<file path="config.mk">
export PLATFORM = sky130hd
export DESIGN_NAME = entropy_src_arbiter_flat
export DESIGN_NICKNAME = d
export VERILOG_FILES = /design/src/rtl/entropy_src_arbiter_pkg.sv /design/src/rtl/entropy_src_arbiter_if.sv /design/src/rtl/entropy_src_arbiter_rr_select.sv /design/src/rtl/entropy_src_arbiter.sv /design/src/flat_wrapper.sv
export SDC_FILE = /design/constraint.sdc
export NUM_CORES = 1
export LEC_CHECK = 0
export CORE_ASPECT_RATIO = 1.2
export CORE_MARGIN = 2
export CORE_UTILIZATION = 59
export DETAILED_ROUTE_END_ITERATION = 10
export DONT_BUFFER_PORTS = 1
export PLACE_DENSITY_LB_ADDON = 0.08
export SLEW_MARGIN = 20
export SYNTH_ARGS = -nofsm -noshare
export SYNTH_HDL_FRONTEND = slang
export SYNTH_HIERARCHICAL = 1
export SYNTH_SLANG_ARGS = --single-unit
</file>
<file path="constraint.sdc">
create_clock -name clk -period 10.3 [get_ports clk]
set_clock_uncertainty 0.05 [all_clocks]
set_input_delay 1.03 -clock clk [delete_from_list [all_inputs] [get_ports clk]]
set_output_delay 1.03 -clock clk [all_outputs]
set_load 0.02 [all_outputs]
</file>
<file path="src/rtl/entropy_src_arbiter_pkg.sv">
// Shared types and helpers for the entropy source arbiter: FSM states,
// source ids, word width and the round-robin distance function.
package entropy_src_arbiter_pkg;

    localparam int WORD_W = 32;
    localparam int ID_W   = 2;

    localparam logic [7:0] TIMEOUT_CNT_MAX = 8'hFF;

    typedef enum logic [1:0] {
        ST_IDLE   = 2'd0,
        ST_SELECT = 2'd1,
        ST_WAIT   = 2'd2,
        ST_OUTPUT = 2'd3
    } arb_state_e;

    typedef enum logic [ID_W-1:0] {
        SRC_AVALANCHE = 2'd0,
        SRC_ROSC      = 2'd1,
        SRC_CPU       = 2'd2
    } src_id_e;

    // Steps from ptr forward to cand; ptr itself is the farthest (n steps).
    function automatic int rr_dist(input int cand, input int ptr, input int n);
        return (cand > ptr) ? (cand - ptr) : (cand - ptr + n);
    endfunction

    function automatic logic [7:0] sat_inc8(input logic [7:0] v);
        return (v == TIMEOUT_CNT_MAX) ? v : v + 8'd1;
    endfunction

endpackage

</file>
<file path="src/rtl/entropy_src_arbiter_if.sv">
// Source-side and mixer-side signals of the entropy arbiter, bundled.
// master = arbiter, slave = the sources/mixer environment.
interface entropy_src_arbiter_if
    import entropy_src_arbiter_pkg::*;
#(
    parameter int NUM_SRC = 3
);
    logic                      collect_en;
    logic [NUM_SRC-1:0]        src_enabled;
    logic [NUM_SRC-1:0]        src_valid;
    logic [WORD_W*NUM_SRC-1:0] src_data;
    logic [NUM_SRC-1:0]        src_ack;
    logic [WORD_W-1:0]         out_data;
    logic [ID_W-1:0]           out_src;
    logic                      out_valid;
    logic                      out_ack;
    logic                      no_source;
    logic [7:0]                timeout_count;

    modport master (
        input  collect_en, src_enabled, src_valid, src_data, out_ack,
        output src_ack, out_data, out_src, out_valid, no_source, timeout_count
    );

    modport slave (
        output collect_en, src_enabled, src_valid, src_data, out_ack,
        input  src_ack, out_data, out_src, out_valid, no_source, timeout_count
    );
endinterface

</file>
<file path="src/rtl/entropy_src_arbiter_rr_select.sv">
// Combinational round-robin finder: first enabled source after ptr,
// wrapping around, with ptr itself as the last candidate.
module entropy_rr_select
    import entropy_src_arbiter_pkg::*;
#(
    parameter int NUM_SRC = 3
) (
    input  logic [ID_W-1:0]    ptr,
    input  logic [NUM_SRC-1:0] src_enabled,
    output logic               found,
    output logic [ID_W-1:0]    next_id
);

    int best;

    always_comb begin
        // NOTE: every output gets a default first so no path infers a latch.
        found   = 1'b0;
        next_id = ptr;
        best    = NUM_SRC + 1;
        for (int i = 0; i < NUM_SRC; i++) begin
            if (src_enabled[i] && (rr_dist(i, int'(ptr), NUM_SRC) < best)) begin
                found   = 1'b1;
                next_id = ID_W'(i);
                best    = rr_dist(i, int'(ptr), NUM_SRC);
            end
        end
    end

endmodule

</file>
<file path="src/rtl/entropy_src_arbiter.sv">
// Round-robin arbiter taking one word per grant from the TRNG sources,
// skipping stalled sources after a timeout and holding each word for the mixer.
module entropy_src_arbiter
    import entropy_src_arbiter_pkg::*;
#(
    parameter int          NUM_SRC = 3,
    parameter logic [15:0] TIMEOUT = 16'h0100
) (
    input logic                  clk,
    input logic                  reset_n,
    entropy_src_arbiter_if.master bus
);

    arb_state_e         state_q, state_d;
    logic [ID_W-1:0]    ptr_q, ptr_d;
    logic [15:0]        timer_q, timer_d;
    logic [NUM_SRC-1:0] src_ack_q, src_ack_d;
    logic [WORD_W-1:0]  out_data_q, out_data_d;
    logic [ID_W-1:0]    out_src_q, out_src_d;
    logic               out_valid_q, out_valid_d;
    logic               no_source_q, no_source_d;
    logic [7:0]         tmo_cnt_q, tmo_cnt_d;

    logic               sel_found;
    logic [ID_W-1:0]    sel_id;
    logic [WORD_W-1:0]  cur_word;
    logic               cur_valid;
    logic               cur_enabled;

    entropy_rr_select #(.NUM_SRC(NUM_SRC)) u_rr_select (
        .ptr        (ptr_q),
        .src_enabled(bus.src_enabled),
        .found      (sel_found),
        .next_id    (sel_id)
    );

    always_comb begin
        cur_word    = '0;
        cur_valid   = 1'b0;
        cur_enabled = 1'b0;
        for (int i = 0; i < NUM_SRC; i++) begin
            if (ptr_q == ID_W'(i)) begin
                cur_word    = bus.src_data[i*WORD_W +: WORD_W];
                cur_valid   = bus.src_valid[i];
                cur_enabled = bus.src_enabled[i];
            end
        end
    end

    always_comb begin
        state_d     = state_q;
        ptr_d       = ptr_q;
        timer_d     = timer_q;
        src_ack_d   = '0;
        out_data_d  = out_data_q;
        out_src_d   = out_src_q;
        out_valid_d = out_valid_q;
        no_source_d = no_source_q;
        tmo_cnt_d   = tmo_cnt_q;

        unique case (state_q)
            ST_IDLE: begin
                if (bus.collect_en) state_d = ST_SELECT;
            end
            ST_SELECT: begin
                if (sel_found) begin
                    ptr_d       = sel_id;
                    timer_d     = '0;
                    no_source_d = 1'b0;
                    state_d     = ST_WAIT;
                end else begin
                    no_source_d = 1'b1;
                    state_d     = ST_IDLE;
                end
            end
            ST_WAIT: begin
                if (!bus.collect_en) begin
                    state_d = ST_IDLE;
                end else if (!cur_enabled) begin
                    state_d = ST_SELECT;
                end else if (cur_valid) begin
                    out_data_d  = cur_word;
                    out_src_d   = ptr_q;
                    out_valid_d = 1'b1;
                    for (int i = 0; i < NUM_SRC; i++) src_ack_d[i] = (ptr_q == ID_W'(i));
                    state_d     = ST_OUTPUT;
                end else if (timer_q == TIMEOUT - 16'd1) begin
                    tmo_cnt_d = sat_inc8(tmo_cnt_q);
                    state_d   = ST_SELECT;
                end else begin
                    timer_d = timer_q + 16'd1;
                end
            end
            ST_OUTPUT: begin
                // The word survives a collect_en drop; only out_ack releases it.
                if (bus.out_ack) begin
                    out_valid_d = 1'b0;
                    state_d     = bus.collect_en ? ST_SELECT : ST_IDLE;
                end
            end
            default: state_d = ST_IDLE;
        endcase
    end

    always_ff @(posedge clk or negedge reset_n) begin
        if (!reset_n) begin
            state_q     <= ST_IDLE;
            ptr_q       <= ID_W'(NUM_SRC - 1);
            timer_q     <= '0;
            src_ack_q   <= '0;
            out_data_q  <= '0;
            out_src_q   <= '0;
            out_valid_q <= 1'b0;
            no_source_q <= 1'b0;
            tmo_cnt_q   <= '0;
        end else begin
            // NOTE: non-blocking assignments so all registers update from pre-edge values.
            state_q     <= state_d;
            ptr_q       <= ptr_d;
            timer_q     <= timer_d;
            src_ack_q   <= src_ack_d;
            out_data_q  <= out_data_d;
            out_src_q   <= out_src_d;
            out_valid_q <= out_valid_d;
            no_source_q <= no_source_d;
            tmo_cnt_q   <= tmo_cnt_d;
        end
    end

    assign bus.src_ack       = src_ack_q;
    assign bus.out_data      = out_data_q;
    assign bus.out_src       = out_src_q;
    assign bus.out_valid     = out_valid_q;
    assign bus.no_source     = no_source_q;
    assign bus.timeout_count = tmo_cnt_q;

endmodule

</file>
<file path="src/flat_wrapper.sv">
// flat-port wrapper written by rule: the top's interface ports become plain ports
module entropy_src_arbiter_flat import entropy_src_arbiter_pkg::*;
#(
    parameter int          NUM_SRC = 3,
    parameter logic [15:0] TIMEOUT = 16'h0100
)
  (clk, reset_n, bus_collect_en, bus_src_enabled, bus_src_valid, bus_src_data, bus_out_ack, bus_src_ack, bus_out_data, bus_out_src, bus_out_valid, bus_no_source, bus_timeout_count);
  entropy_src_arbiter_if #(.NUM_SRC(NUM_SRC)) bus_i ();
  input logic clk;
  input logic reset_n;
  input wire logic [$bits(bus_i.collect_en)-1:0] bus_collect_en;
  input wire logic [$bits(bus_i.src_enabled)-1:0] bus_src_enabled;
  input wire logic [$bits(bus_i.src_valid)-1:0] bus_src_valid;
  input wire logic [$bits(bus_i.src_data)-1:0] bus_src_data;
  input wire logic [$bits(bus_i.out_ack)-1:0] bus_out_ack;
  output wire logic [$bits(bus_i.src_ack)-1:0] bus_src_ack;
  output wire logic [$bits(bus_i.out_data)-1:0] bus_out_data;
  output wire logic [$bits(bus_i.out_src)-1:0] bus_out_src;
  output wire logic [$bits(bus_i.out_valid)-1:0] bus_out_valid;
  output wire logic [$bits(bus_i.no_source)-1:0] bus_no_source;
  output wire logic [$bits(bus_i.timeout_count)-1:0] bus_timeout_count;
  assign bus_i.collect_en = bus_collect_en;
  assign bus_i.src_enabled = bus_src_enabled;
  assign bus_i.src_valid = bus_src_valid;
  assign bus_i.src_data = bus_src_data;
  assign bus_i.out_ack = bus_out_ack;
  assign bus_src_ack = bus_i.src_ack;
  assign bus_out_data = bus_i.out_data;
  assign bus_out_src = bus_i.out_src;
  assign bus_out_valid = bus_i.out_valid;
  assign bus_no_source = bus_i.no_source;
  assign bus_timeout_count = bus_i.timeout_count;
  entropy_src_arbiter #(.NUM_SRC(NUM_SRC), .TIMEOUT(TIMEOUT)) u_core (.clk(clk), .reset_n(reset_n), .bus(bus_i));
endmodule
</file>
==> results_dict.tcl, run 1 <==
set metrics [dict create \
    cp_top_family "simple AND/OR/NAND/NOR gates" \
    ios 153 \
    drtIter0Drc 174 \
    synth_async_sr_flop_share_pct 100 \
    die_w_um 78.8 \
    worst_path_max_delay_cell "nor2_1" \
    synth_edf_count 0 \
    port_buffers 0 \
    setup_violations 0 \
    initial_core_util_pct 61.4 \
    outcome "finished clean" \
    cp-end-kind "flip-flop" \
    vdd_drop_max_mv 0.138 \
    hold_buffers 0 \
    cpMostUsedCell "ha_1" \
    coreArea_um2 6450 \
    ys_types 49 \
    slew_violations 0 \
    synth_compound_area_share_pct 16.2 \
    layout-drive-gt1-share_pct 7.82 \
    slowest_delay_ns 0.64 \
    drv_cap 0 \
    numCtsBuffers 9 \
    track_usage_pct 27.8 \
    routed_wl_um 9770 \
    regArea_um2 1680 \
    diodes 0 \
    clk_pin_slew_ns 0.07 \
    slew-limit-headroom_pct 39.9 \
    hold_viol_final 0 \
    grt_max_degree 71 \
    rows 32 \
    drt_pass1_iterations 4 \
    synthAdderAreaFrac_pct 4.42 \
    dieArea_um2 7380 \
    yosys_warnings 6 \
    wire_per_inst_um 18.8 \
    viasPerCell 6.07 \
    root_buffer "clkbuf_8" \
    post_cts_buffers 0 \
    drtAntennaViolNets 0 \
    multi_input_area_um2 2150 \
    syn_to_final_growth_pct 6.38 \
    synth_top_family_by_area "simple AND/OR/NAND/NOR gates" \
    synthXorXnorAreaFrac_pct 2.88 \
    grt_pass1_wl_um 15700 \
    postSynthCellCount 440 \
    syn_area_um2 3960 \
    synth_mux_area_share_pct 9.92 \
    avgSynthCellArea_um2 9.00 \
    die_h_um 93.7 \
    crit_type "flip-flop to flip-flop" \
    grt_overflow 0 \
    hold_ws_ns 0.328 \
    dp.cells 504 \
    power_mw 1.19 \
    clockBufferDepth 2 \
    clock_sinks 67 \
    worst_slew_pin_slew_ns 0.902 \
    p_leak_nw 1.92 \
    cp_cell_sequence "buf_4, inv_1, ha_1, xnor2_1, nand2_1, ha_1, o21ai_0, o211ai_2, a21boi_2, a21oi_1, ha_1, nor3b_1, a21oi_1, nor2b_1, or3_1, inv_1, nor2_1, o22ai_1, mux2_2" \
    via_count 3155 \
    worstPathMaxFanout 48 \
    final_net_count 550 \
    required_ns 10.47 \
    hold_path_class "input pin to async pin" \
    h-tree-depth 3 \
    antenna_found_initial 0 \
    hpwl_um 6940 \
    num-fill-cells 558 \
    worst-path-buf-inv 3 \
    clk-insertion-delay-late_ns 0.34 \
    syn_nets 560 \
    gp_congestion 0.795 \
    final_cell_count_no_fill 520 \
    rsz0062_at_grt "no" \
    post-route-period-util_pct 53.0 \
    yosysSeqAreaShare_pct 42.4 \
    finalSetupTns_ns 0 \
    cts_tree "built" \
    drc 0 \
    cts_resized 0 \
    synth_ff_type "dfrtp_1" \
    fmax_mhz 183 \
    yosys.area_share.simple_pct 20.7 \
    cp_data_arrival_time_ns 5.63 \
    power_density_nw_per_um2 283 \
    grt_pass1_vias 3094 \
    ys_ff_latch 67 \
    worstSetupStartpointType "flip-flop" \
    min_period_ns 5.46 \
]
==> worst reg2reg max path, delay by kind of cell, from the launching register on <==
family / cells / cell delay (ns)
multiplexers: 1 / 0.29
AO/OA/AOI/OAI: 6 / 1.12
flip-flops: 1 / 0.52
adder cells (fa/ha/maj): 3 / 0.97
AND/OR/NAND/NOR: 5 / 1.41
XOR/XNOR: 1 / 0.17
buffers and inverters: 3 / 0.81
==> logic make-up (layout without fill, tap and decap cells) <==
logic type                 Yosys count  count (layout)
buffers and inverters               33              28
AOI/OAI and AO/OA                  112             112
muxes                               39              39
adders and majority gates           14              14
xor gates and xnor gates            13              13
DFF                                 67              67
and+or+nand+nor                    162             162
==> through the flow <==
stage	cell area, um^2	util [%]	setup slack (ns)
2_1_floorplan	3960	-	6.12
3_3_place_gp	3980	61.8	5.17
3_5_place_dp	3980	61.8	4.94
4_1_cts	4210	65.3	4.91
5_1_grt	4210	65.3	4.30
6_report	4210	65.3	4.84
==> layout by cell type, fill, tap and decap left out, types with 4 or more instances in the layout <==
master	synthesis	layout
or3_1	9	8
nor2_1	43	42
nand3_1	9	9
xnor2_1	12	12
a21o_1	4	4
o21ai_0	51	51
a21oi_1	41	41
and3_1	6	6
dfrtp_1	66	65
nand2_1	55	55
clkbuf_8	0	10
nand4_1	8	8
ha_1	14	14
nand2b_1	6	6
inv_1	10	10
mux2i_1	37	37
==> cell usage after synthesis, drive strengths merged (2+ instances only) <==
cell type | count | area (um^2)
nor3 | 3 | 15.0
mux2 | 2 | 22.5
nand2 | 55 | 206
or3 | 10 | 67.6
and3 | 6 | 37.5
and4 | 2 | 17.5
nor4 | 4 | 40.0
o21ai | 51 | 255
a21boi | 2 | 18.8
o211ai | 4 | 35.0
or4 | 3 | 26.3
nand3 | 9 | 45.0
nor2b | 3 | 18.8
o21a | 3 | 22.5
ha | 14 | 175
nor2 | 43 | 161
clkbuf | 19 | 71.3
nand2b | 6 | 37.5
nand4 | 8 | 50.1
inv | 10 | 37.5
buf | 4 | 32.5
dfrtp | 66 | 1650
a21o | 4 | 30.0
mux2i | 37 | 370
nand3b | 2 | 18.8
a21oi | 41 | 205
a32oi | 2 | 17.5
or2 | 3 | 18.8
xnor2 | 12 | 105
==> area by class of cell <==
class	count	share of cell area, %
clock buffers	10	3.27
well taps	85	2.53
flip-flops and latches	67	39.9
clock inverters	6	2.11
multi-input cells	340	51.0
repair buffers	2	0.357
inverters	10	0.891
==> final timing paths <==
kind,startpoint,to,slack [ns],cells after the start
min in group clk,u_core/timer_q[6],u_core/timer_q[6],0.48,1
max reg2reg,u_core/ptr_q[1],u_core/timer_q[4],4.84,19
min,reset_n,u_core/timer_q[9],0.33,0
min reg2reg,u_core/timer_q[6],u_core/timer_q[6],0.48,1
max in group asynchronous,reset_n,u_core/ptr_q[1],9.68,0
max,u_core/ptr_q[1],u_core/timer_q[4],4.84,19
==> power by group <==
group          internal, mW  switching [mW]  total [mW]  leakage [nW]
clock                 0.143           0.103       0.246         0.108
combinational         0.191           0.264       0.455         0.910
sequential            0.335           0.157       0.492         0.897
total                 0.668           0.524        1.19          1.92
==> flip-flops by register name (all words and copies together), names as in the netlist <==
| register | flops |
|---|---|
| u_core/bus.src_ack | 3 |
| u_core/bus.out_src | 2 |
| u_core/bus.out_valid | 1 |
| u_core/bus.no_source | 1 |
| u_core/bus.out_data | 32 |
| u_core/state_q | 2 |
| u_core/bus.timeout_count | 8 |
| u_core/ptr_q | 2 |
| u_core/timer_q | 16 |
==> layer usage <==
metal	routed length, um	track usage [%]	up-vias
met5	0	0	-
met3	793	8.56	17
li1	-	-	1527
met4	192	11.0	0
met2	5010	46.4	132
met1	3770	33.5	1479
(Power assumes the default switching activity.)
==> inputs of run 2 (changes only) <==
--- a/config.mk
+++ b/config.mk
@@ -7,7 +7,7 @@
 export LEC_CHECK = 0
 export CORE_ASPECT_RATIO = 1.2
 export CORE_MARGIN = 2
-export CORE_UTILIZATION = 59
+export CORE_UTILIZATION = 58
 export DETAILED_ROUTE_END_ITERATION = 10
 export DONT_BUFFER_PORTS = 1
 export PLACE_DENSITY_LB_ADDON = 0.08
==> constraint.sdc (replaced) <==
create_clock -name clk -period 4.75 [get_ports clk]
set_clock_uncertainty 0.05 [all_clocks]
set_input_delay 0.475 -clock clk [delete_from_list [all_inputs] [get_ports clk]]
set_output_delay 0.475 -clock clk [all_outputs]
set_load 0.02 [all_outputs]
==> results_dict.tcl, run 2 (synthesized netlist as in run 1, its figures left out) <==
set metrics [dict create \
    ios 153 \
    drtAntennaViolNets 0 \
    port_buffers 0 \
    drt_pass1_iterations 4 \
    initial_core_util_pct 58.8 \
    layout-drive-gt1-share_pct 8.43 \
    place_area_um2 4000 \
    clk_pin_slew_ns 0.07 \
    final_cell_count_no_fill 526 \
    syn_to_final_growth_pct 7.84 \
    outcome "finished clean" \
    via_count 3182 \
    dp.cells 508 \
    final_net_count 554 \
    gp_congestion 0.874 \
    p_leak_nw 1.95 \
    drtIter0Drc 122 \
    worst_slew_pin_slew_ns 1.03 \
    post-route-period-util_pct 92.9 \
    finalSetupTns_ns 0 \
    slew_violations 0 \
    viasPerCell 6.05 \
    fmax_mhz 227 \
    hpwl_um 6810 \
    reg2reg_from "u_core/ptr_q[1]" \
    worst-path-buf-inv 2 \
    num-fill-cells 595 \
    clk-insertion-delay-late_ns 0.35 \
    worstPathMaxFanout 9 \
    cp-end-kind "flip-flop" \
    cp_data_arrival_time_ns 4.59 \
    stdcell_area_um2 4270 \
    required_ns 4.93 \
    grt_max_degree 71 \
    holdCritStartpoint "bus_out_ack" \
    cp_top_family "simple AND/OR/NAND/NOR gates" \
    clock_sinks 67 \
    rsz0062_at_grt "no" \
    wire_per_inst_um 18.1 \
    vdd_drop_max_mv 0.299 \
    cpMostUsedCell "ha_1" \
    hold_viol_final 0 \
    cp_cell_sequence "inv_1, ha_1, xnor2_1, nand2_1, ha_1, o21ai_0, o211ai_2, a21boi_4, a21oi_1, ha_1, nor3b_1, a21oi_1, nor2b_1, or3_1, inv_1, or2_2, and2_1, a32oi_1, o31ai_1" \
    coreArea_um2 6730 \
    rows 33 \
    grt_pass1_vias 3106 \
    slew-limit-headroom_pct 31.2 \
    mostFrequentLayoutCells "65 x dfrtp_1, 55 x nand2_1, 51 x o21ai_0, 42 x nor2_1, 41 x a21oi_1" \
    largest_reg_flops 32 \
    min_period_ns 4.41 \
    die_w_um 79.4 \
    drc 0 \
    numCtsBuffers 9 \
    antenna_found_initial 0 \
    crit_start "u_core/ptr_q[1]" \
    post_cts_buffers 0 \
    layout_commonest_cell "dfrtp_1" \
    diodes 0 \
    worstSetupStartpointType "flip-flop" \
    clockBufferDepth 2 \
    drv_cap 0 \
    crit_type "flip-flop to flip-flop" \
    h-tree-depth 3 \
    hold_path_class "input pin to flip-flop" \
    track_usage_pct 25.7 \
    setup_violations 0 \
    power_density_nw_per_um2 610 \
    root_buffer "clkbuf_8" \
    slowest_delay_ns 0.61 \
    worst_path_max_delay_cell "dfstp_2" \
    grt_pass1_wl_um 14900 \
    dieArea_um2 7510 \
    routed_wl_um 9540 \
    cts_tree "built" \
    die_h_um 94.5 \
    grt_overflow 0 \
]
-- run 2: final timing paths --
path,cells after the start,endpoint,slack (ns)
worst max register to register,19,u_core/timer_q[13],0.34
max in group asynchronous,2,u_core/ptr_q[1],3.69
min in group asynchronous,2,u_core/timer_q[0],0.65
worst min-delay path,1,u_core/bus.out_valid,0.20
worst min register to register,1,u_core/timer_q[6],0.48
worst max-delay path,19,u_core/timer_q[13],0.34
-- run 2: routing by layer --
| layer | up-vias | wire length [um] | global-route usage, % |
|---|---|---|---|
| met5 | - | 0 | 0 |
| met4 | 0 | 212 | 12.6 |
| met3 | 15 | 700 | 6.98 |
| met2 | 114 | 4670 | 42.2 |
| met1 | 1513 | 3960 | 31.0 |
| li1 | 1540 | - | - |
-- run 2: final cells by class --
cell class                      count  area, um^2  share of cell area (%)
Sequential cell                    67        1680                    39.3
Clock buffer                        9         124                    2.90
Timing Repair Buffer                6        67.6                    1.58
Multi-Input combinational cell    340        2150                    50.4
Inverter                           10        37.5                   0.879
Clock inverter                      7         101                    2.37
Tap cell                           87         109                    2.55
-- run 2: power by group --
group,switching (mW),internal [mW],leakage (nW)
Combinational,0.613,0.427,0.941
Clock,0.233,0.300,0.111
Sequential,0.305,0.727,0.897
Total,1.15,1.45,1.95
-- run 2: per-stage QoR --
step | utilization (%) | setup slack [ns] | hold WS (ns) | power (mW)
final | 63.4 | 0.339 | 0.204 | 2.61
after global routing | 63.4 | 0.0494 | 0.217 | 2.80
after CTS | 63.3 | 0.322 | 0.189 | 2.60
after detailed placement | 59.4 | 0.356 | 0.131 | 2.05
after global placement | 59.4 | 0.495 | 0.131 | 2.01
after floorplan | - | 0.570 | 0.129 | 1.83
-- run 2: repair_timing --
action / CTS / global route
hold buffers: 2 / 0
endpoints found under the hold margin: 67 / 0
endpoints found under the setup margin: 0 / 1
gates resized for setup: 0 / 1
